<file path="src/rtl/ula_n_if.sv">
// Handshake/operand bus for ula_n: start/opcode/a/b toward the ALU, result and status back.
interface ula_n_if #(
  parameter int N = 8
) ();
  logic         start;
  logic [2:0]   opcode;
  logic [N-1:0] a;
  logic [N-1:0] b;
  logic [N-1:0] s;
  logic         carry;
  logic         zero;
  logic         busy;
  logic         done;

  modport master (
    output start, opcode, a, b,
    input  s, carry, zero, busy, done
  );

  modport slave (
    input  start, opcode, a, b,
    output s, carry, zero, busy, done
  );
endinterface

</file>
<file path="src/rtl/ula_n.sv">
// N-bit multi-cycle ALU with start/busy/done handshake and registered result/flags.
// Define ULA_MUL_EN to build the N-cycle shift-add multiplier for opcode 101.
module ula_n #(
  parameter int N = 8
) (
  input  logic   clk,
  input  logic   rst_n,
  ula_n_if.slave bus
);
  localparam int CW = $clog2(N);

  localparam logic [2:0] OP_ADD = 3'b000;
  localparam logic [2:0] OP_SUB = 3'b001;
  localparam logic [2:0] OP_XOR = 3'b010;
  localparam logic [2:0] OP_NOT = 3'b011;
  localparam logic [2:0] OP_SHL = 3'b100;
  localparam logic [2:0] OP_MUL = 3'b101;
  localparam logic [2:0] OP_EQ  = 3'b110;
  localparam logic [2:0] OP_NEQ = 3'b111;

  typedef enum logic [1:0] {IDLE, RUN, DONE} state_t;

  state_t          state_reg;
  logic [2:0]      op_reg;
  logic [N-1:0]    a_reg;
  logic [N-1:0]    b_reg;
  logic [N-1:0]    sh_reg;
  logic [CW-1:0]   cnt_reg;
  logic [N-1:0]    s_reg;
  logic            carry_reg;
  logic            zero_reg;
  logic            busy_reg;
  logic            done_reg;

`ifdef ULA_MUL_EN
  localparam logic [CW-1:0] MUL_LAST = CW'(N - 1);
  logic [2*N-1:0]  acc_reg;
  logic [2*N-1:0]  mcand_reg;
  logic [N-1:0]    mplier_reg;
  logic [2*N-1:0]  acc_next;
`endif

  logic [CW-1:0]   shamt;
  logic [N-1:0]    res_next;
  logic            carry_next;
  logic            fin_next;

  assign shamt = b_reg[CW-1:0];

  // Result of the current RUN cycle; fin_next marks the cycle that commits it.
  always_comb begin
    res_next   = '0;
    carry_next = 1'b0;
    fin_next   = 1'b1;
`ifdef ULA_MUL_EN
    acc_next   = acc_reg + (mplier_reg[0] ? mcand_reg : '0);
`endif
    unique case (op_reg)
      OP_ADD: {carry_next, res_next} = {1'b0, a_reg} + {1'b0, b_reg};
      OP_SUB: begin
        res_next   = a_reg - b_reg;
        carry_next = (a_reg < b_reg);
      end
      OP_XOR: res_next = a_reg ^ b_reg;
      OP_NOT: res_next = ~a_reg;
      OP_SHL: begin
        if (shamt == '0) begin
          res_next = a_reg;
        end else begin
          fin_next   = (cnt_reg == shamt - CW'(1));
          res_next   = {sh_reg[N-2:0], 1'b0};
          carry_next = sh_reg[N-1];
        end
      end
      OP_MUL: begin
`ifdef ULA_MUL_EN
        fin_next   = (cnt_reg == MUL_LAST);
        res_next   = acc_next[N-1:0];
        carry_next = |acc_next[2*N-1:N];
`else
        res_next   = '0;
`endif
      end
      OP_EQ:   res_next[0] = (a_reg == b_reg);
      OP_NEQ:  res_next[0] = (a_reg != b_reg);
      default: res_next = '0;
    endcase
  end

  always_ff @(posedge clk) begin
    if (!rst_n) begin
      state_reg  <= IDLE;
      op_reg     <= '0;
      a_reg      <= '0;
      b_reg      <= '0;
      sh_reg     <= '0;
      cnt_reg    <= '0;
      s_reg      <= '0;
      carry_reg  <= 1'b0;
      zero_reg   <= 1'b0;
      busy_reg   <= 1'b0;
      done_reg   <= 1'b0;
`ifdef ULA_MUL_EN
      acc_reg    <= '0;
      mcand_reg  <= '0;
      mplier_reg <= '0;
`endif
    end else begin
      unique case (state_reg)
        IDLE, DONE: begin
          done_reg <= 1'b0;
          if (bus.start) begin
            state_reg <= RUN;
            busy_reg  <= 1'b1;
            op_reg    <= bus.opcode;
            a_reg     <= bus.a;
            b_reg     <= bus.b;
            sh_reg    <= bus.a;
            cnt_reg   <= '0;
`ifdef ULA_MUL_EN
            acc_reg    <= '0;
            mcand_reg  <= {{N{1'b0}}, bus.a};
            mplier_reg <= bus.b;
`endif
          end else begin
            state_reg <= IDLE;
          end
        end
        RUN: begin
          // Inputs are deliberately not looked at here; only latched operands matter.
          if (fin_next) begin
            state_reg <= DONE;
            busy_reg  <= 1'b0;
            done_reg  <= 1'b1;
            s_reg     <= res_next;
            carry_reg <= carry_next;
            zero_reg  <= (res_next == '0);
          end else begin
            cnt_reg <= cnt_reg + CW'(1);
            sh_reg  <= {sh_reg[N-2:0], 1'b0};
`ifdef ULA_MUL_EN
            acc_reg    <= acc_next;
            mcand_reg  <= {mcand_reg[2*N-2:0], 1'b0};
            mplier_reg <= {1'b0, mplier_reg[N-1:1]};
`endif
          end
        end
        default: begin
          state_reg <= IDLE;
          busy_reg  <= 1'b0;
          done_reg  <= 1'b0;
        end
      endcase
    end
  end

  assign bus.s     = s_reg;
  assign bus.carry = carry_reg;
  assign bus.zero  = zero_reg;
  assign bus.busy  = busy_reg;
  assign bus.done  = done_reg;
endmodule

</file>
<file path="src/flat_wrapper.sv">
// flat-port wrapper written by rule: the top's interface ports become plain ports
module ula_n_flat 
#(
  parameter int N = 8
)
  (clk, rst_n, bus_start, bus_opcode, bus_a, bus_b, bus_s, bus_carry, bus_zero, bus_busy, bus_done);
  ula_n_if #(.N(N)) bus_i ();
  input  logic clk;
  input  logic rst_n;
  input wire logic [$bits(bus_i.start)-1:0] bus_start;
  input wire logic [$bits(bus_i.opcode)-1:0] bus_opcode;
  input wire logic [$bits(bus_i.a)-1:0] bus_a;
  input wire logic [$bits(bus_i.b)-1:0] bus_b;
  output wire logic [$bits(bus_i.s)-1:0] bus_s;
  output wire logic [$bits(bus_i.carry)-1:0] bus_carry;
  output wire logic [$bits(bus_i.zero)-1:0] bus_zero;
  output wire logic [$bits(bus_i.busy)-1:0] bus_busy;
  output wire logic [$bits(bus_i.done)-1:0] bus_done;
  assign bus_i.start = bus_start;
  assign bus_i.opcode = bus_opcode;
  assign bus_i.a = bus_a;
  assign bus_i.b = bus_b;
  assign bus_s = bus_i.s;
  assign bus_carry = bus_i.carry;
  assign bus_zero = bus_i.zero;
  assign bus_busy = bus_i.busy;
  assign bus_done = bus_i.done;
  ula_n #(.N(N)) u_core (.clk(clk), .rst_n(rst_n), .bus(bus_i));
endmodule
</file>
<file path="config.mk">
export PLATFORM = sky130hd
export DESIGN_NAME = ula_n_flat
export DESIGN_NICKNAME = d
export VERILOG_FILES = /design/src/rtl/ula_n_if.sv /design/src/rtl/ula_n.sv /design/src/flat_wrapper.sv
export SDC_FILE = /design/constraint.sdc
export NUM_CORES = 1
export LEC_CHECK = 0
export BUFFER_PORTS_ARGS = -buffer_cell sky130_fd_sc_hd__buf_2
export CORE_AREA = 2 2 86 121
export DETAILED_ROUTE_END_ITERATION = 7
export DIE_AREA = 0 0 88 123
export GPL_TIMING_DRIVEN = 0
export SYNTH_ARGS = -nofsm -noshare
export SYNTH_HDL_FRONTEND = slang
export SYNTH_SLANG_ARGS = --single-unit
</file>
<file path="constraint.sdc">
create_clock -name clk -period 3 [get_ports clk]
set_input_delay 0.45 -clock clk [delete_from_list [all_inputs] [get_ports clk]]
set_output_delay 0.45 -clock clk [all_outputs]
set_load 0.05 [all_outputs]
</file>
==> impl_metrics.toml <==
[outcome]
status = "completed"

[yosys]
synth_compound_area_frac = 0.2360
async_reset_ff_frac = 0
synth-xor-area-share = 0.03705
synthAdderAreaFrac = 0.1023
ys_ff_latch = 44
synth_edf_count = 0
yosysWarnings = 0
synth_mux_area_frac = 0.02955
synth_cells = 354
syn_avg_cell_area_um2 = 8.013
synth_top_family_by_area = "compound AO/OA/AOI/OAI gates"
syn-num-nets = 398
synth_ff_type = "dfxtp_1"
ys_types = 59
syn_area_mm2 = 0.002836
yosysSeqAreaShare = 0.3105
synth-simple-area-share = 0.2214

[clocking]
clk_latency_ns = 0.29
clockBufferDepth = 2
cts_setup_buffers = 0
cts_buffers = 5
cts-root-buf = "clkbuf_16"
clock_sinks = 44
cts_max_level = 2
cts_tree = "yes"
clk_pin_slew_ns = 0.06

[timing]
max-slew-margin-rel = 0.3855
fin_crit_sh = 0.9463
rsz0062_at_grt = "false"
worst_pin_slew_ns = 0.9102
drv_slew = 0
max_freq_mhz = 352.3
fin_crit_ns = 2.839
finalHoldViolCount = 0
tns_ns = 0
fin_ws_ns = 0.1611
finalSetupViolCount = 0
skew_ns = 0.004873

[critical_path]
cp-end-kind = "flip-flop"
worst_setup_path_start_kind = "flip-flop"
arrival_ns = 3.02
critical_path_class = "flip-flop to flip-flop"
critPathMaxFanout = 6
critical_path_required_ns = 3.18

[floorplanning]
floorplan.initialDensity = 0.2913
die_x_um = 88
io_pins = 34
rows = 43
dieArea_mm2 = 0.01082
die_y_um = 123
fp.coreArea_mm2 = 0.009738

[route]
vias_per_cell = 4.991
dr.pass1.iters = 4
drc_errors = 0
wl_um = 7925
via_count = 2645
drt-initial-drc-count = 150
ant_nets = 0
post_drt_wl_per_cell_um = 14.95

[layout]
layout-drive-gt1-share = 0.1494
final_cell_mix = "nand2_1, dfxtp_1, buf_2, a21oi_1, nor2_1"
final_common_cell = "nand2_1"
num-fill-cells = 1055
fin_nets = 438
area_growth_pct = 17.16
diodes = 0

[global_routing]
grt_pass1_wl_um = 12790
overflow = 0
antenna_found_initial = 0
grt_usage = 0.1534
grt_max_degree = 13
grt_pass1_vias = 2519

[placed_design]
post-dp-hpwl_um = 6450
numPortBuffers = 33
pre_cts_ws_ns = 0.1074
place_congestion = 0.8983

[hold_path]
min_path_type = "input port to flip-flop"

[pwr]
power_density_mw_per_mm2 = 482.7
p_leak_nw = 1.337
ir_worst_vdd_mv = 0.2518
p_total_mw = 1.604

[flow_run]
cap_viol_max_count = 0
[critical path, cell delays in order, from the launching register on]
cell,delay (ns)
dfxtp_1,0.47
ha_1,0.19
inv_1,0.05
fa_1,0.47
inv_1,0.04
mux4_2,0.45
o21ai_0,0.50
nor3b_1,0.10
and4_1,0.24
a41o_1,0.22
[cells in the mapped netlist (all sizes together) (2+ instances only)]
cell type	n	area (um2)
xor2	3	26.28
a31oi	2	12.51
a221o	4	40.04
nand2b	7	43.79
a221oi	2	17.52
a311oi	9	97.59
ha	20	250.2
nor2	31	123.9
a211oi	10	75.07
fa	2	40.04
nor2b	5	31.28
nand2	63	244.0
clkbuf	14	52.55
o21ai	11	55.05
mux2i	5	50.05
a32o	2	20.02
a21boi	2	15.01
dfxtp	44	880.8
buf	8	51.30
a21o	3	22.52
inv	20	75.07
nand3	7	35.03
nand4	2	12.51
o311a	2	20.02
nor3	6	30.03
a22oi	2	15.01
a21oi	30	161.4
nor3b	3	27.52
and3	4	25.02
xnor2	9	78.83
[area by class of cell]
type | count | area (um2) | area share
Timing Repair Buffer | 33 | 165.2 | 0.04970
Sequential cell | 44 | 880.8 | 0.2651
Buffer | 22 | 103.9 | 0.03125
Clock buffer | 8 | 146.4 | 0.04405
Multi-Input combinational cell | 268 | 1783 | 0.5365
Inverter | 20 | 75.07 | 0.02259
Tap cell | 135 | 168.9 | 0.05083
[where the power goes]
group / internal, mW / switching, mW
Clock: 0.332 / 0.219
Combinational: 0.146 / 0.253
Sequential: 0.620 / 0.0337
[cell families (layout without fill, tap and decap cells)]
logic type / after synthesis / after routing
XOR/XNOR: 12 / 12
flip-flops: 44 / 44
AO/OA/AOI/OAI: 92 / 92
multiplexers: 7 / 7
adder cells (fa/ha/maj): 22 / 22
AND/OR/NAND/NOR: 135 / 135
buffers and inverters: 42 / 83
[per-stage QoR]
step,std cells,instance area [um2],hold WS (ns),utilization
3_3_place_gp,522,3171,0.4640,0.3256
6_report,530,3323,0.3968,0.3413
3_5_place_dp,522,3171,0.4691,0.3256
4_1_cts,530,3317,0.3974,0.3406
2_1_floorplan,354,2836,0.4536,-
5_1_grt,530,3323,0.4050,0.3413
[what timing repair did]
action,CTS,global route
gates resized for setup,0,1
hold buffers,0,0
endpoints found under the setup margin,0,1
[worst paths after layout]
path / start / endpoint / slack [ns] / cells past startpoint
worst max-delay path: u_core.b_reg[0] / u_core.bus.zero / 0.16 / 9
worst min-delay path: bus_opcode[1] / u_core.op_reg[1] / 0.40 / 3
worst max register to register: u_core.b_reg[0] / u_core.bus.zero / 0.16 / 9
worst min register to register: u_core.b_reg[4] / u_core.b_reg[4] / 0.47 / 2
[metal layers]
| layer | vias up | routed length, um | GRT usage |
|---|---|---|---|
| li1 | 1327 | - | - |
| met1 | 1230 | 3057 | 0.1678 |
| met4 | 0 | 332 | 0.07404 |
| met5 | - | 0 | 0 |
| met2 | 72 | 4282 | 0.2860 |
| met3 | 16 | 252 | 0.01869 |
Power figures use the tool's default switching activity.
